File: src/rtl/slice_sequencer.sv
// Time-multiplexed sequencer for the shared 4-bit combination slice: captures an
// A/B operand pair, steps one slice per clock, and returns the assembled word.
module slice_sequencer #(
  parameter int NUM_SLICES = 9,
  localparam int W = 4 * NUM_SLICES
) (
  input  logic         clk,
  input  logic         rst,
  input  logic         in_valid,
  output logic         in_ready,
  input  logic [W-1:0] in_a,
  input  logic [W-1:0] in_b,
  input  logic         flush,
  output logic         out_valid,
  input  logic         out_ready,
  output logic [W-1:0] out_c,
  output logic         busy,
  output logic [3:0]   slice_idx
);

  typedef enum logic [1:0] {
    S_IDLE,
    S_RUN,
    S_DONE
  } state_t;

  localparam logic [3:0] LAST_IDX = 4'(NUM_SLICES - 1);

  state_t       r_state;
  state_t       w_state_next;
  logic [W-1:0] r_a;
  logic [W-1:0] r_b;
  logic [W-1:0] r_acc;
  logic [W-1:0] r_out_c;
  logic [W-1:0] w_acc_next;
  logic [3:0]   r_idx;
  logic [3:0]   w_a_nib;
  logic [3:0]   w_b_nib;
  logic [3:0]   w_slice;
  logic         w_last;

  // Slice datapath: one nibble of each captured operand selected by the index.
  always_comb begin
    w_a_nib    = r_a[{r_idx, 2'b00} +: 4];
    w_b_nib    = r_b[{r_idx, 2'b00} +: 4];
    w_slice[0] = ~w_a_nib[0];
    w_slice[1] = ~w_b_nib[0];
    w_slice[2] = ~w_b_nib[1];
    w_slice[3] = ~((w_a_nib[1] | w_a_nib[2]) & (w_b_nib[1] | w_b_nib[2]) &
                   (w_a_nib[3] | w_b_nib[3]));
    w_acc_next = r_acc;
    w_acc_next[{r_idx, 2'b00} +: 4] = w_slice;
    w_last     = (r_idx == LAST_IDX);
  end

  // NOTE: sequential state uses non-blocking assignments so every register
  // samples the pre-edge values; rst is in the sensitivity list, making it async.
  always_ff @(posedge clk or posedge rst) begin
    if (rst) begin
      r_state <= S_IDLE;
    end else begin
      r_state <= w_state_next;
    end
  end

  // flush overrides every transition; outputs decode only from registered state.
  always_comb begin
    w_state_next = r_state;
    in_ready     = 1'b0;
    out_valid    = 1'b0;
    busy         = 1'b0;
    unique case (r_state)
      S_IDLE: begin
        in_ready = 1'b1;
        if (in_valid) w_state_next = S_RUN;
      end
      S_RUN: begin
        busy = 1'b1;
        if (w_last) w_state_next = S_DONE;
      end
      S_DONE: begin
        busy      = 1'b1;
        out_valid = 1'b1;
        if (out_ready) w_state_next = S_IDLE;
      end
      default: w_state_next = S_IDLE;
    endcase
    if (flush) w_state_next = S_IDLE;
  end

  always_ff @(posedge clk or posedge rst) begin
    if (rst) begin
      r_a     <= '0;
      r_b     <= '0;
      r_acc   <= '0;
      r_out_c <= '0;
      r_idx   <= '0;
    end else if (flush) begin
      r_acc   <= '0;
      r_out_c <= '0;
      r_idx   <= '0;
    end else begin
      unique case (r_state)
        S_IDLE: begin
          if (in_valid) begin
            r_a   <= in_a;
            r_b   <= in_b;
            r_acc <= '0;
            r_idx <= '0;
          end
        end
        S_RUN: begin
          r_acc <= w_acc_next;
          if (w_last) begin
            // out_c is loaded once, on entry to DONE, and then held.
            r_out_c <= w_acc_next;
            r_idx   <= '0;
          end else begin
            r_idx <= r_idx + 4'd1;
          end
        end
        default: ;
      endcase
    end
  end

  assign out_c     = r_out_c;
  assign slice_idx = r_idx;

endmodule

File: config.mk
export PLATFORM = sky130hd
export DESIGN_NAME = slice_sequencer
export DESIGN_NICKNAME = d
export VERILOG_FILES = /design/src/rtl/slice_sequencer.sv
export SDC_FILE = /design/constraint.sdc
export NUM_CORES = 1
export LEC_CHECK = 0
export BUFFER_PORTS_ARGS = -buffer_cell sky130_fd_sc_hd__buf_2
export CAP_MARGIN = 20
export CORE_AREA = 2 2 153 155
export CTS_BUF_LIST = sky130_fd_sc_hd__clkbuf_8
export CTS_CLUSTER_DIAMETER = 200
export DETAILED_ROUTE_END_ITERATION = 12
export DIE_AREA = 0 0 155 157
export PLACE_DENSITY = 0.56
export SETUP_SLACK_MARGIN = 0.15
export SLEW_MARGIN = 0
export SYNTH_ARGS = -nofsm -noshare
export SYNTH_HDL_FRONTEND = slang
export SYNTH_SLANG_ARGS = --single-unit
File: constraint.sdc
create_clock -name clk -period 5.2 [get_ports clk]
set_clock_uncertainty 0.15 [all_clocks]
set_input_delay 0.52 -clock clk [delete_from_list [all_inputs] [get_ports clk]]
set_output_delay 0.52 -clock clk [all_outputs]
set_load 0.02 [all_outputs]
==> results.sh <==
export IMPL_num_nets_final=745
export IMPL_netlist_top_cells_count="dfrtp_1 (150), mux2_2 (73), nand2_1 (59)"
export IMPL_maxCapViolations=0
export IMPL_layout_setup_ws_ps=2082
export IMPL_crit_path_start_kind="register"
export IMPL_post_cts_setup_buffers=0
export IMPL_outcome="complete, no violations"
export IMPL_avgViaCountPerCell=4.850
export IMPL_hold_viol=0
export IMPL_synthSimpleGateAreaFrac_pct=9.493
export IMPL_power_w=0.003622
export IMPL_route_detailed_drc=0
export IMPL_io_buffers=119
export IMPL_io_pins=120
export IMPL_dpl_hpwl_um=11910
export IMPL_wirelength_um=16620
export IMPL_antenna_found_initial=5
export IMPL_rr_startpoint="slice_idx[1]$_DFFE_PP0P_"
export IMPL_synth_cells=540
export IMPL_die_h_um=157
export IMPL_clk_path_buf_depth=2
export IMPL_seq_area_frac_synth_pct=55.95
export IMPL_synthMuxAreaShare_pct=15.70
export IMPL_yosys_top_cells_area="dfrtp_1 (56%), mux2_2 (12%), nand2_1 (3.3%)"
export IMPL_crit_start="slice_idx[1]$_DFFE_PP0P_"
export IMPL_grt_pass1_vias=4750
export IMPL_syn_avg_cell_area_um2=12.42
export IMPL_cts_sinks=150
export IMPL_cts_tree="done"
export IMPL_p_leak_nw=3.617
export IMPL_fin_crit_sh_pct=59.97
export IMPL_vias=4646
export IMPL_hp_start="in_a[29]"
export IMPL_grt_pass1_wl_um=26570
export IMPL_vdd_drop_max_mv=0.2195
export IMPL_first_pass_iters=4
export IMPL_grt_max_degree=73
export IMPL_slew_headroom_pct=32.28
export IMPL_synth_edf_count=0
export IMPL_synth_most_common_cell="dfrtp_1"
export IMPL_core_area_um2=22500
export IMPL_clk_pin_slew_worst_paths_ps=90
export IMPL_yosys_warnings=0
export IMPL_worst_ep_required_time_ps=5450
export IMPL_place_gp_congestion=0.8196
export IMPL_synth_xor_area_share_pct=0.3916
export IMPL_ys_ff_latch=150
export IMPL_drt_initial_drc_count=269
export IMPL_synth_ff_type="dfrtp_1"
export IMPL_async_reset_ff_share_pct=100.0
export IMPL_drt_antenna_violating_nets=0
export IMPL_synth_fa_ha_area_share_pct=1.678
export IMPL_layout_drive_gt1_share_pct=37.41
export IMPL_die_w_um=155
export IMPL_power_per_cell_area_nw_per_um2=455.4
export IMPL_synth_compound_area_share_pct=14.08
export IMPL_numCtsBuffers=17
export IMPL_htree_num_levels=4
export IMPL_cp_max_fo=28
export IMPL_yosys_area_top_type="dfrtp_1"
export IMPL_clk_latency_ps=450
export IMPL_hp_class="in -> reg"
export IMPL_whs_ps=134.0
export IMPL_rsz0062_at_grt="false"
export IMPL_fin_setup_tns_ps=0
export IMPL_areaGrowthSynthToFinish_pct=18.58
export IMPL_grt_total_usage_pct=14.26
export IMPL_overflow=0
export IMPL_cp_end_kind="register"
export IMPL_period_minus_slack_ps=3118
export IMPL_slew_viol_final=0
export IMPL_fmax_ghz=0.3207
export IMPL_dpl_cell_count=924
export IMPL_worst_slew_pin_slew_ps=1016
export IMPL_initial_core_util_pct=29.81
export IMPL_setup_viol=0
export IMPL_arrival_ps=3370
export IMPL_clock_root_buffer="clkbuf_8"
export IMPL_netlist_area_um2=6709
export IMPL_dpl_worst_slack_ps=2083
export IMPL_ys_types=61
export IMPL_synth_top_family_by_area="multiplexers"
export IMPL_rows=55
export IMPL_synth_top_area_share_pct=55.95
export IMPL_wl_per_cell_um=17.34
export IMPL_syn_num_nets=626
export IMPL_layout_cells_non_filler=958
export IMPL_critical_path_class="reg -> reg"
export IMPL_die_area_um2=24340
## placed cells by master (no fill, tap or decap), types with 7 or more instances in the layout
master and instances:
nand2_1 59, buf_2 119, o2bb2ai_1 7, nand3_1 7
mux2_2 73, a21oi_1 13, mux2i_1 7, a22o_1 19
o21ai_0 41, clkbuf_8 21, nand2b_1 9, nor2_1 26
a32o_1 11, ha_1 9, dfrtp_1 150
## registers in the layout, indices dropped and copies added (netlist names)
signal,cells
slice_idx,4
r_state,2
r_a,36
r_acc,36
out_c,36
r_b,36
## critical path, cell delays in order (launching register included)
cell and delay [ps]:
dfrtp_1 1020, inv_2 170, ha_1 320, and3b_1 230, and2_1 300, nor2_4 550
a32o_1 210, a31o_2 100
## path summary, 6_finish.rpt
path / cells past startpoint / slack [ps] / to
setup / recovery: 7 / 2080 / out_c[26]$_DFFE_PP0P_
hold / removal: 2 / 130 / r_a[29]$_DFFE_PP0P_
setup reg to reg: 7 / 2080 / out_c[26]$_DFFE_PP0P_
hold reg to reg: 2 / 320 / out_c[27]$_DFFE_PP0P_
max in group asynchronous: 4 / 3260 / r_acc[2]$_DFFE_PP0P_
min in group asynchronous: 3 / 500 / r_a[5]$_DFFE_PP0P_
## report_power, final
group | internal [W] | leakage, nW | switching [W]
sequential | 0.00147 | 1.94 | 0.000177
clock | 0.000427 | 0.186 | 0.000453
combinational | 0.000501 | 1.49 | 0.000595
total | 0.00240 | 3.62 | 0.00123
## through the flow
stage                     utilization (%)  instance area, µm²
after floorplan                         -                6709
after global placement              33.57                7555
after detailed placement            33.57                7555
after CTS                           35.33                7950
after global routing                35.33                7950
final                               35.35                7955
## cells by family after synthesis
family | count (synthesis)
mux | 87
buf+inv | 33
flops | 150
simple gates | 131
xor+xnor | 3
fa+ha+maj | 9
compound gates | 127
## what timing repair did
action,in CTS,in global routing
hold buffers,1,0
hold endpoints to repair,52,0
resized for setup,0,0
## layout make-up
class	count	area, µm²
fillers	2249	14550
flip-flops and latches	150	3754
multi-input cells	357	2774
repair buffers	125	643.1
well taps	285	356.6
clock buffers	21	289.0
clock inverters	10	96.34
inverters	8	37.54
diodes	2	5.005
## per-layer routing
layer / vias to the layer above / part of all wire, % / GRT usage, %
met5: - / 0.19 / 0
met3: 20 / 6.3 / 4.791
met2: 115 / 46 / 21.82
met4: 4 / 1.4 / 4.718
li1: 2217 / - / -
met1: 2290 / 47 / 19.01
(Power assumes the default switching activity.)
